===== src/rtl/rem_pkg.sv =====
// Shared definitions for the iterative signed-magnitude remainder/quotient unit.
//   state_e    : control FSM states (IDLE -> CALC -> FIX -> IDLE)
//   MODE_*     : encodings of the 'mode' input (truncated / floored)
//   mag_w()    : magnitude width of a signed-magnitude operand of a given width
package rem_pkg;

  typedef enum logic [1:0] {
    IDLE = 2'd0,
    CALC = 2'd1,
    FIX  = 2'd2
  } state_e;

  localparam logic MODE_TRUNC = 1'b0;  // remainder sign follows numerator
  localparam logic MODE_FLOOR = 1'b1;  // remainder sign follows denominator

  // Operands carry their sign in the MSB; the rest is magnitude.
  function automatic int mag_w(input int width);
    return width - 1;
  endfunction

endpackage


===== src/rtl/rem_div_step.sv =====
// One restoring-division step, purely combinational.
//   rem_i   : partial remainder from the previous step (always < div_i)
//   bit_i   : next dividend bit, MSB first
//   div_i   : divisor magnitude (non-zero while stepping)
//   rem_o   : partial remainder after this step
//   q_bit_o : quotient bit produced by this step
module rem_div_step #(
  parameter int MAG_W = 2
) (
  input  logic [MAG_W-1:0] rem_i,
  input  logic             bit_i,
  input  logic [MAG_W-1:0] div_i,
  output logic [MAG_W-1:0] rem_o,
  output logic             q_bit_o
);

  // The shifted remainder is one bit wider than the divisor. Because
  // rem_i < div_i, shifted < 2*div_i: a successful subtraction leaves a
  // value below 2^MAG_W (top bit 0), a failed one wraps to >= 2^MAG_W
  // (top bit 1), so the top bit of the difference is the borrow.
  logic [MAG_W:0] shifted;
  logic [MAG_W:0] trial;

  always_comb begin
    shifted = {rem_i, bit_i};
    trial   = shifted - {1'b0, div_i};
    q_bit_o = ~trial[MAG_W];
    rem_o   = q_bit_o ? trial[MAG_W-1:0] : shifted[MAG_W-1:0];
  end

endmodule


===== src/rtl/rem_seq_div.sv =====
// Iterative signed-magnitude divider producing remainder and quotient,
// one magnitude bit per clock (restoring), truncated or floored.
//   clk, rst_n            : clock, async active-low reset
//   start / ready         : request accepted on an edge where ready=1
//   mode                  : 0 truncated, 1 floored modulo
//   numerator/denominator : WIDTH-bit signed-magnitude operands
//   valid                 : one-cycle pulse when results update
//   remainder             : OUT_W-bit signed-magnitude, sign at MSB
//   quotient              : WIDTH-bit signed-magnitude
//   divbyzero, zero       : divisor magnitude 0 / remainder magnitude 0
module rem_seq_div
  import rem_pkg::*;
#(
  parameter int WIDTH = 3,
  parameter int OUT_W = 5
) (
  input  logic             clk,
  input  logic             rst_n,
  input  logic             start,
  input  logic             mode,
  input  logic [WIDTH-1:0] numerator,
  input  logic [WIDTH-1:0] denominator,
  output logic             ready,
  output logic             valid,
  output logic [OUT_W-1:0] remainder,
  output logic [WIDTH-1:0] quotient,
  output logic             divbyzero,
  output logic             zero
);

  localparam int MAG_W = mag_w(WIDTH);
  localparam int CNT_W = (MAG_W > 1) ? $clog2(MAG_W) : 1;

  state_e           state_q, state_d;
  logic [CNT_W-1:0] cnt_q, cnt_d;
  logic [MAG_W-1:0] n_mag_q, n_mag_d;
  logic [MAG_W-1:0] d_mag_q, d_mag_d;
  logic [MAG_W-1:0] prem_q, prem_d;
  logic [MAG_W-1:0] quo_q, quo_d;
  logic             n_sign_q, n_sign_d;
  logic             d_sign_q, d_sign_d;
  logic             mode_q, mode_d;
  logic             dbz_q, dbz_d;

  logic             valid_q, valid_d;
  logic [OUT_W-1:0] rem_out_q, rem_out_d;
  logic [WIDTH-1:0] quo_out_q, quo_out_d;
  logic             dbz_out_q, dbz_out_d;
  logic             zero_q, zero_d;

  logic [MAG_W-1:0] step_rem;
  logic             step_q;

  rem_div_step #(.MAG_W(MAG_W)) u_step (
    .rem_i  (prem_q),
    .bit_i  (n_mag_q[cnt_q]),
    .div_i  (d_mag_q),
    .rem_o  (step_rem),
    .q_bit_o(step_q)
  );

  // Sign fix-up of the raw magnitude result.
  logic             adj;
  logic [MAG_W-1:0] r_mag, q_mag;
  logic             r_sign, q_sign;
  logic [OUT_W-1:0] fix_rem;
  logic [WIDTH-1:0] fix_quo;

  always_comb begin
    // Floored mode with differing signs and a non-zero remainder moves the
    // result one divisor step towards -infinity.
    adj    = (mode_q == MODE_FLOOR) && (n_sign_q ^ d_sign_q) && (prem_q != '0);
    r_mag  = adj ? (d_mag_q - prem_q) : prem_q;
    q_mag  = adj ? (quo_q + MAG_W'(1)) : quo_q;
    // Zero magnitudes always come out positive.
    r_sign = (adj ? d_sign_q : n_sign_q) & (r_mag != '0);
    q_sign = (n_sign_q ^ d_sign_q) & (q_mag != '0);
    fix_rem              = '0;
    fix_rem[OUT_W-1]     = r_sign;
    fix_rem[MAG_W-1:0]   = r_mag;
    fix_quo              = {q_sign, q_mag};
  end

  // NOTE: every signal written in always_comb gets a default first, so no
  // path leaves it unassigned and no latch is inferred.
  always_comb begin
    state_d   = state_q;
    cnt_d     = cnt_q;
    n_mag_d   = n_mag_q;
    d_mag_d   = d_mag_q;
    prem_d    = prem_q;
    quo_d     = quo_q;
    n_sign_d  = n_sign_q;
    d_sign_d  = d_sign_q;
    mode_d    = mode_q;
    dbz_d     = dbz_q;
    valid_d   = 1'b0;
    rem_out_d = rem_out_q;
    quo_out_d = quo_out_q;
    dbz_out_d = dbz_out_q;
    zero_d    = zero_q;

    case (state_q)
      IDLE: begin
        if (start) begin
          n_mag_d  = numerator[MAG_W-1:0];
          n_sign_d = numerator[WIDTH-1];
          d_mag_d  = denominator[MAG_W-1:0];
          d_sign_d = denominator[WIDTH-1];
          mode_d   = mode;
          prem_d   = '0;
          quo_d    = '0;
          cnt_d    = CNT_W'(MAG_W - 1);
          dbz_d    = (denominator[MAG_W-1:0] == '0);
          state_d  = (denominator[MAG_W-1:0] == '0) ? FIX : CALC;
        end
      end
      CALC: begin
        prem_d        = step_rem;
        quo_d[cnt_q]  = step_q;
        if (cnt_q == '0) begin
          state_d = FIX;
        end else begin
          cnt_d = cnt_q - CNT_W'(1);
        end
      end
      FIX: begin
        valid_d = 1'b1;
        state_d = IDLE;
        if (dbz_q) begin
          rem_out_d = '0;
          quo_out_d = '0;
          dbz_out_d = 1'b1;
          zero_d    = 1'b1;
        end else begin
          rem_out_d = fix_rem;
          quo_out_d = fix_quo;
          dbz_out_d = 1'b0;
          zero_d    = (r_mag == '0);
        end
      end
      default: state_d = IDLE;
    endcase
  end

  // NOTE: sequential state uses non-blocking assignments so every flop
  // samples the pre-edge value of every other flop.
  // NOTE: the datapath registers are reset along with the control state, so
  // a reset mid-operation leaves no stale operand or partial result behind.
  always_ff @(posedge clk or negedge rst_n) begin
    if (!rst_n) begin
      state_q   <= IDLE;
      cnt_q     <= '0;
      n_mag_q   <= '0;
      d_mag_q   <= '0;
      prem_q    <= '0;
      quo_q     <= '0;
      n_sign_q  <= 1'b0;
      d_sign_q  <= 1'b0;
      mode_q    <= MODE_TRUNC;
      dbz_q     <= 1'b0;
      valid_q   <= 1'b0;
      rem_out_q <= '0;
      quo_out_q <= '0;
      dbz_out_q <= 1'b0;
      zero_q    <= 1'b0;
    end else begin
      state_q   <= state_d;
      cnt_q     <= cnt_d;
      n_mag_q   <= n_mag_d;
      d_mag_q   <= d_mag_d;
      prem_q    <= prem_d;
      quo_q     <= quo_d;
      n_sign_q  <= n_sign_d;
      d_sign_q  <= d_sign_d;
      mode_q    <= mode_d;
      dbz_q     <= dbz_d;
      valid_q   <= valid_d;
      rem_out_q <= rem_out_d;
      quo_out_q <= quo_out_d;
      dbz_out_q <= dbz_out_d;
      zero_q    <= zero_d;
    end
  end

  assign ready     = (state_q == IDLE);
  assign valid     = valid_q;
  assign remainder = rem_out_q;
  assign quotient  = quo_out_q;
  assign divbyzero = dbz_out_q;
  assign zero      = zero_q;

endmodule


===== config.mk =====
export PLATFORM = sky130hd
export DESIGN_NAME = rem_seq_div
export DESIGN_NICKNAME = d
export VERILOG_FILES = /design/src/rtl/rem_pkg.sv /design/src/rtl/rem_div_step.sv /design/src/rtl/rem_seq_div.sv
export SDC_FILE = /design/constraint.sdc
export NUM_CORES = 1
export LEC_CHECK = 0
export CAP_MARGIN = 5
export CORE_UTILIZATION = 55
export DETAILED_ROUTE_END_ITERATION = 16
export PLACE_DENSITY = 0.88
export SLEW_MARGIN = 20
export SYNTH_ARGS = -nofsm -noshare
export SYNTH_HDL_FRONTEND = slang
export SYNTH_SLANG_ARGS = --single-unit
export TNS_END_PERCENT = 20

===== constraint.sdc =====
create_clock -name clk -period 5.7 [get_ports clk]
set_input_delay 1.71 -clock clk [delete_from_list [all_inputs] [get_ports clk]]
set_output_delay 1.71 -clock clk [all_outputs]
set_load 0.02 [all_outputs]

* Word-level counts from Yosys, hierarchy flattened *
Index checks and enable logic that the tools add are counted.

word-level totals
  output and inout bits = 12
  register bits after elaboration = 26
  input port bits = 10

cells by class
  order comparisons = 2
  mux-type cells = 24
  bitwise gates (word level) = 4
  eq/ne operators = 4
  reductions and logical operators = 13
  add/subtract/negate cells = 4

operators by type and width
  kind                   number
  $mux W2                7
  $pmux W2 S2            3
  $mux W1                9
  $reduce_bool A2 Y1     4
  $logic_not A2 Y1       3
  $reduce_and A2 Y1      3
  $mux W5                1
  $ne A2 B2 Y1 const B   2
  $logic_and A1 B1 Y1    3
  $mux W3                1
  $sub A3 B2 Y3          1
  $add A2 B1 Y2 const B  1
  $and A1 B1 Y1          2
  $bwmux W2              1
  $eq A2 B1 Y1 const B   1
  $eq A2 B2 Y1 const B   1
  $lt A1 B2 Y1 const B   1
  $pmux W1 S2            1
  $sub A2 B2 Y2          1
  $demux W1 S1           1
  $ge A1 B1 Y1 const B   1
  $not A1 Y1             1
  $sub A1 B1 Y1 const B  1
  $xor A1 B1 Y1          1

* Depth between registers and ports, before layout *
Gate-level depths: netlist of run 1.

  depth after elaboration = 7
  depth in mapped cells = 6

* Modules after synthesis *
A second synthesis of run 1 with hierarchy kept.

second synthesis, totals
  cells, all modules = 118
  area total of the unflattened synthesis = 1323.8 µm²

by module, submodules not included
  module        sequential area each (µm²)  area an instance (µm²)  cells each  times used
  rem_seq_div   600.6                       1247.4                  111         1
  rem_div_step  0.0                         76.3                    7           1

* Worst setup path after synthesis of run 1 *
No wires, ideal clock.

  path kind = input-to-reg
  start point = in start
  end point = reg quo_q[0]
  data required time = 5571 ps
  cell stages on the path = 4
  library setup time = 129 ps
  slack = 3157 ps
  data arrival time = 2414 ps
  path buffers = 1
  cells stage by stage = or3b_1 buf_2 o211ai_1 o31ai_1

between the ends
  cells in the longest elaborated chain, start to end = 2

ends and longest elaborated chain
  element                             RTL line            text
  start: declaration                  rem_seq_div.sv:19   input logic start,
  $ne A2 B2 Y1 (no source line)       --
  $reduce_and A2 Y1 (no source line)  --
  end signal: assignment              rem_seq_div.sv:173  quo_q <= quo_d;
  end: declaration                    rem_seq_div.sv:39   logic [MAG_W-1:0] quo_q, quo_d;

No other way between the ends.
A chain may end at the register's enable or synchronous reset.

* Worst setup path after layout of run 1 *
  start point = reg state_q[0]
  end point = out ready

between the ends
  cells in the longest elaborated chain, start to end = 1

ends and longest elaborated chain
  element                   RTL line            text
  start: declaration        rem_seq_div.sv:34   state_e state_q, state_d;
  start signal: assignment  rem_seq_div.sv:168  state_q <= state_d;
  $logic_not A2 Y1          rem_seq_div.sv:186  assign ready = (state_q == IDLE);
  end: declaration          rem_seq_div.sv:23   output logic ready,

No other way between the ends.

==> reports/qor_table.md, run 1 <==
| Group | Item | Reported |
|---|---|---|
| critical path | Crit path capture type | output pin |
| global routing | Global route total overflow | 0 |
| global routing | GRT Overall Usage | 22.1% |
| power and ir drop | IR Drop Worst-Case VDD | 0.000366 V |
| critical path | Arrival @ worst endpoint | 1.51 ns |
| finish | Final standard cell count with taps included and fillers excluded | 169 |
| worst hold path | Min-delay src | divbyzero |
| critical path | Type of the setup path with the least slack | reg -> out |
| detailed routing | Via count | 984 |
| yosys | Main combinational cell family by area after synthesis | simple AND/OR/NAND/NOR gates |
| finish | Final-layout fill cell count | 150 |
| cts | Insertion delay of the later-clocked pin in the worst-skew pair | 0.32 ns |
| critical path | Standard cell with the maximum stage delay on the critical path | clkdlybuf4s50_1 |
| critical path | Buffer and inverter count on the worst path | 1 |
| detailed routing | Detailed-route wire length per cell | 13.5 um |
| cts | Clock tree from TritonCTS | done |
| place | Last weighted congestion value of the routability-driven placer | 0.842 |
| yosys | Area share of the largest cell type after synthesis | 48.0% |
| finish | Synthesis-to-finish area growth | 16.8% |
| global routing | Vias in the first global route | 913 |
| detailed routing | Post-detailed-route via-to-cell ratio | 5.82 |
| floorplanning | Die extent in x | 49.7 um |
| yosys | Synth Cell Area | 1250 um2 |
| timing | Sum of negative setup slack | 0 ns |
| power and ir drop | Pwr per Cell Area | 560 nW/um2 |
| yosys | Number of enable-type register cells in the synthesized netlist | 0 |
| critical path | Delay contributed by the slowest stage of the critical path | 0.60 ns |
| cts | Clock Sink Count | 24 |
| place | Count of input and output buffers | 19 |
| yosys | Sequential-to-total area share from yosys stat | 48.0% |
| detailed routing | Total wire length | 2.28 mm |
| cts | Deepest level of the CTS H-tree | 1 |
| timing | Max_slew headroom | 60.9% |
| floorplanning | Core region area | 2040 um2 |
| floorplanning | Die H | 49.7 um |
| yosys | Mux cell area share after synthesis | 3.50% |
| yosys | Yosys warning total | 0 |
| yosys | Synth Instances | 127 |
| cts | Gates resized, CTS repair | 0 |
| floorplanning | Initial Util | 61.2% |
| finish | Fraction of final layout cells sized beyond drive strength 1 | 8.45% |
| critical path | Endpoint of the most critical register-to-register path | prem_q[0] |
| critical path | Category of cells accounting for the largest share of critical-path delay | buffers and inverters |
| timing | Minimum period implied by the final worst setup slack | 3.22 ns |
| floorplanning | Placement row count | 16 |
| timing | Hold Fails Final Rpt | 0 |
| timing | Slew at the pin closest to its max-slew limit | 0.585 ns |
| detailed routing | Antenna-violating nets left | 0 |
| floorplanning | Number of top-level pins | 22 |
| timing | Share of the clock period used by the worst path | 56.6% |
| global routing | First-pass GRT wire length | 4.07 mm |
| finish | Post-layout nets | 156 |
| timing | Setup-violating endpoint count in the final report | 0 |
| run | Total of max-cap violations | 0 |
| worst hold path | End of the worst hold path | divbyzero |
| worst hold path | Worst hold path cell count | 2 |
| cts | Longest Clk Path Bufs | 2 |
| cts | Root Driver | clkbuf_4 |
| place | Placed Cells incl. Taps | 165 |
| critical path | Crit path max fanout | 8 |
| critical path | Data required time at the worst endpoint | 3.99 ns |
| finish | Utilization after layout | 71.5% |
| global routing | Maximum number of pins on one net before global-route repair | 25 |
| global routing | Initial antenna violation count | 0 |
| detailed routing | Starting DRT DRC Count | 13 |
| power and ir drop | Total power of the final layout | 0.000818 W |
| yosys | Syn_area_per_cell | 9.84 um2 |
| critical path | R2R setup slack | 3.53 ns |
| yosys | Dominant synthesized flop cell | dfrtp_1 |
| power and ir drop | Leakage dissipation | 0.651 nW |
| critical path | Worst reg2reg path startpoint | cnt_q |
| yosys | Area fraction in and, or, nand and nor cells after synthesis | 20.3% |
| critical path | Worst r2r path cells | 6 |
| yosys | Post-Synth XOR/XNOR Area | 5.21% |
| yosys | Adder-cell share of the synthesized area | 3.60% |
| yosys | Synth Area in Compound Gates | 13.9% |
| floorplanning | Overall die area | 2470 um2 |
| outcome | Run status | finished clean |
| yosys | Leading cell types by total area after synthesis | dfrtp_1 (48%), nand2_1 (8.1%), o21ai_0 (4.0%) |
| timing | RSZ-0062 raised after global routing | no |
| worst hold path | Class of the tightest hold or removal check | reg -> reg |
| cts | Setup Buffers After CTS | 0 |
| yosys | Synth unique cells | 40 |
| cts | Clock transition at the registers of the reported paths | 0.13 ns |
| timing | Highest achievable clock rate | 310 MHz |
| critical path | Critical Path Start Type | flop |
| detailed routing | Total iterations of the first detailed-routing run | 4 |
| yosys | Fraction of registers with async set/reset | 100% |
| cts | Number of buffers added to fix hold violations after cts | 0 |
| timing | Final Hold Slack | 0.497 ns |
| place | Final HPWL DP | 1.75 mm |
| yosys | Number of flip-flops and latches in the synthesized netlist | 24 |
| cts | Clock buffer count from CTS | 3 |
| timing | Worst Clk Skew | 0.00457 ns |
| critical path | Chain of cells forming the critical path | nor2_1, clkdlybuf4s50_1 |
| finish | Antenna cell count | 0 |
| detailed routing | Post-route DRC violation count | 0 |
| timing | Final Slew Violations | 0 |
| yosys | Post-synthesis cell type with the largest combined area | dfrtp_1 |
-- area by class of cell --
type,count,area (um2),area share [%]
Clock buffer,4,36.3,2.49
Sequential cell,24,601,41.1
Timing Repair Buffer,19,185,12.7
Multi-Input combinational cell,91,589,40.4
Inverter,4,15.0,1.03
Tap cell,27,33.8,2.31
-- cells in the final DEF, fill, tap and decap left out, types with 2 or more instances in the layout --
cell and instances:
mux2_2 3, ha_1 2, nor2_1 5, clkdlybuf4s50_1 18, o21ai_0 10, dfrtp_1 24
conb_1 2, nand3_1 4, o211ai_1 3, xor2_1 2, inv_1 4, a21oi_1 2
or3b_1 2, nand2b_1 2, nand4_1 3, clkbuf_4 3, o2111ai_1 4, nand2_1 27
-- per-layer routing --
metal	share of wire (%)	global-route usage (%)
met3	4.2	4.01
met4	2.8	11.4
met5	0	0
met1	44	27.6
met2	49	36.5
-- synthesized netlist by cell type, types with 2 or more instances --
master / number
o21ai_0: 10
nand3_1: 4
clkbuf_2: 2
xor2_1: 2
buf_4: 2
o211ai_1: 3
a21oi_1: 2
inv_1: 4
o2111ai_1: 4
buf_2: 4
or3b_1: 2
ha_1: 2
dfrtp_1: 24
nand2b_1: 2
mux2_2: 3
nand4_1: 3
nand2_1: 27
nor2_1: 5
-- flip-flops by register name, indices dropped and copies added (netlist names) --
name       flops
state_q        2
quo_q          2
remainder      3
n_sign_q       1
quotient       3
d_mag_q        2
cnt_q          1
prem_q         2
divbyzero      1
dbz_q          1
d_sign_q       1
n_mag_q        2
valid          1
mode_q         1
zero           1
-- worst reg2reg max path, delay by kind of cell (launching register included) --
kind | cells | cell delay, ns
XOR/XNOR | 1 | 0.35
flip-flops | 1 | 0.46
multiplexers | 2 | 0.53
AO/OA/AOI/OAI | 1 | 0.16
adder cells (fa/ha/maj) | 2 | 0.59
-- per-stage QoR --
stage,setup WS (ns),instance area [um2]
after floorplan,3.16,1250
after global placement,2.63,1430
after CTS,2.46,1470
after detailed placement,2.60,1430
after global routing,2.40,1460
final,2.48,1460
-- power breakdown --
group	internal, W	switching [W]	total [W]
clock network	0.0000391	0.0000511	0.0000902
registers	0.000243	0.0000866	0.000329
logic	0.000189	0.000209	0.000398
total	0.000471	0.000347	0.000818
-- worst max-delay path by stage --
stage                     depth (start not counted)  slack, ns  startpoint         to
final                                             2       2.48  state_q[0]      ready
after global routing                              2       2.40  state_q[1]      ready
after CTS                                         2       2.46  state_q[1]      ready
after detailed placement                          4       2.60       start  prem_q[0]
after global placement                            4       2.63       start   quo_q[0]
after floorplan                                   4       3.16       start   quo_q[0]
-- cells by family (layout without fill, tap and decap cells) --
group,after synthesis,in the layout
DFF,24,24
xor gates and xnor gates,5,5
adders and majority gates,3,3
other,1,2
AOI/OAI and AO/OA,26,26
and+or+nand+nor,51,51
buffers and inverters,13,27
muxes,4,4
No activity file was read; power rests on OpenSTA's default activity.
==> run 2, diff against run 1 <==
CORE_UTILIZATION = 51   (was 55)
PLACE_DENSITY = 0.83   (was 0.88)
clock period = 3.2 ns   (was 5.7 ns; I/O delays follow)
==> reports/qor_table.md, run 2 (synthesized netlist as in run 1, its figures left out) <==
| Group | Item | Reported |
|---|---|---|
| floorplanning | Initial Util | 55.4% |
| detailed routing | Post-detailed-route via-to-cell ratio | 5.70 |
| global routing | GRT Overall Usage | 21.1% |
| detailed routing | Antenna-violating nets left | 0 |
| critical path | Worst reg2reg path startpoint | cnt_q |
| worst hold path | Min-delay src | n_mag_q[1] |
| finish | Final std cell area, no fill | 1470 um2 |
| timing | Sum of negative setup slack | 0 ns |
| power and ir drop | Net Sw Frac | 42.0% |
| cts | Number of buffers added to fix hold violations after cts | 0 |
| cts | Clock Sink Count | 24 |
| run | Total of max-cap violations | 0 |
| cts | Clock transition at the registers of the reported paths | 0.12 ns |
| power and ir drop | Leakage dissipation | 0.656 nW |
| critical path | Data required time at the worst endpoint | 2.24 ns |
| floorplanning | Number of top-level pins | 22 |
| timing | Share of the clock period used by the worst path | 77.3% |
| cts | Root Driver | clkbuf_4 |
| cts | Clock buffer count from CTS | 3 |
| timing | Slew at the pin closest to its max-slew limit | 0.641 ns |
| finish | Fraction of final layout cells sized beyond drive strength 1 | 8.39% |
| power and ir drop | IR Drop Worst-Case VDD | 0.000542 V |
| cts | Gates resized, CTS repair | 0 |
| power and ir drop | Share of power burned in registers | 40.6% |
| critical path | Arrival @ worst endpoint | 1.51 ns |
| finish | Post-layout nets | 157 |
| outcome | Run status | finished clean |
| worst hold path | Class of the tightest hold or removal check | reg -> reg |
| critical path | Crit path capture type | output pin |
| timing | Highest achievable clock rate | 404 MHz |
| cts | Setup Buffers After CTS | 0 |
| timing | Minimum period implied by the final worst setup slack | 2.47 ns |
| power and ir drop | Switching pwr | 0.000606 W |
| floorplanning | Die extent in x | 51.5 um |
| floorplanning | Core region area | 2250 um2 |
| timing | Final Slew Violations | 0 |
| finish | Final-layout fill cell count | 199 |
| timing | Max_slew headroom | 57.1% |
| finish | Commonest cells after routing, fill and taps aside | nand2_1 (27), dfrtp_1 (24), clkdlybuf4s50_1 (19), o21ai_0 (10), nor2_1 (5) |
| place | Final HPWL DP | 1.63 mm |
| place | Count of input and output buffers | 19 |
| place | Last weighted congestion value of the routability-driven placer | 0.869 |
| cts | Deepest level of the CTS H-tree | 1 |
| timing | Worst Clk Skew | 0.00449 ns |
| cts | Insertion delay of the later-clocked pin in the worst-skew pair | 0.32 ns |
| finish | Synthesis-to-finish area growth | 17.9% |
| finish | Most frequent standard cell in the layout excluding fill and tap cells | nand2_1 |
| power and ir drop | Internal power | 0.000837 W |
| power and ir drop | Clock Power Share | 11.0% |
| timing | Hold Fails Final Rpt | 0 |
| cts | Clock tree from TritonCTS | done |
| global routing | Global route total overflow | 0 |
| place | Placed Instance Area | 1440 um2 |
| floorplanning | Overall die area | 2650 um2 |
| timing | RSZ-0062 raised after global routing | no |
| critical path | Crit path max fanout | 8 |
| detailed routing | Detailed-route wire length per cell | 13.4 um |
| floorplanning | Die H | 51.5 um |
| detailed routing | Total wire length | 2.28 mm |
| detailed routing | Via count | 975 |
| power and ir drop | Combinational fraction of design power | 48.4% |
| finish | Antenna cell count | 0 |
| cts | Longest Clk Path Bufs | 2 |
| global routing | Vias in the first global route | 908 |
| global routing | Initial antenna violation count | 0 |
| global routing | Maximum number of pins on one net before global-route repair | 25 |
| timing | Setup-violating endpoint count in the final report | 0 |
| critical path | Worst setup startpoint | state_q[1] |
| detailed routing | Starting DRT DRC Count | 13 |
| critical path | Critical Path Start Type | flop |
| detailed routing | Post-route DRC violation count | 0 |
| critical path | Type of the setup path with the least slack | reg -> out |
| power and ir drop | Pwr per Cell Area | 979 nW/um2 |
| detailed routing | Total iterations of the first detailed-routing run | 4 |
| floorplanning | Placement row count | 17 |
| global routing | First-pass GRT wire length | 4.04 mm |
-- run 2: cell count changes in the layout (fill, tap and decap cells not counted) --
cell / delta
buf_4: +1
buf_2: -1
clkdlybuf4s50_1: +1
-- run 2: layout make-up --
cell class	count	area [um2]	area share, %
flip-flops and latches	24	601	40.7
multi-input cells	91	589	40.0
repair buffers	20	198	13.4
clock buffers	4	36.3	2.46
well taps	28	35.0	2.38
inverters	4	15.0	1.02
-- run 2: final timing paths --
check                             endpoint  slack (ns)  cells past startpoint
worst min register to register  n_mag_q[1]        0.49                      2
max in group asynchronous       d_mag_q[1]        2.00                      2
min in group asynchronous            dbz_q        0.98                      2
worst max register to register   prem_q[1]        1.09                      6
worst min-delay path            n_mag_q[1]        0.49                      2
worst max-delay path                 ready        0.73                      2
-- run 2: metrics by stage --
| stage | hold slack (ns) | util (%) | cells | total power (W) | worst slack (ns) |
|---|---|---|---|---|---|
| 2_1_floorplan | 0.445 | - | 128 | 0.00108 | 1.27 |
| 3_3_place_gp | 0.458 | 63.8 | 167 | 0.00126 | 0.882 |
| 6_report | 0.487 | 65.4 | 171 | 0.00144 | 0.726 |
| 4_1_cts | 0.493 | 65.4 | 171 | 0.00145 | 0.713 |
| 5_1_grt | 0.529 | 65.4 | 171 | 0.00157 | 0.627 |
| 3_5_place_dp | 0.464 | 63.8 | 167 | 0.00129 | 0.839 |
-- run 2: worst max-delay path: stages, from the launching register on --
cell and delay, ns:
dfrtp_1 0.47, nor2_1 0.13, clkdlybuf4s50_1 0.60
-- run 2: routing by layer --
layer | track usage, % | part of all wire, %
met5 | 0 | 0
met3 | 3.80 | 3.8
met1 | 26.8 | 45
met2 | 34.4 | 49
met4 | 10.8 | 2.0
-- run 2: power by group through the flow --
stage	clock network (W)	logic [W]	registers, W
finish	0.000158	0.000698	0.000586
global route	0.000174	0.000788	0.000611
CTS	0.000161	0.000703	0.000586
detailed placement	0	0.000699	0.000593
global placement	0	0.000679	0.000582
floorplan	0	0.000493	0.000587
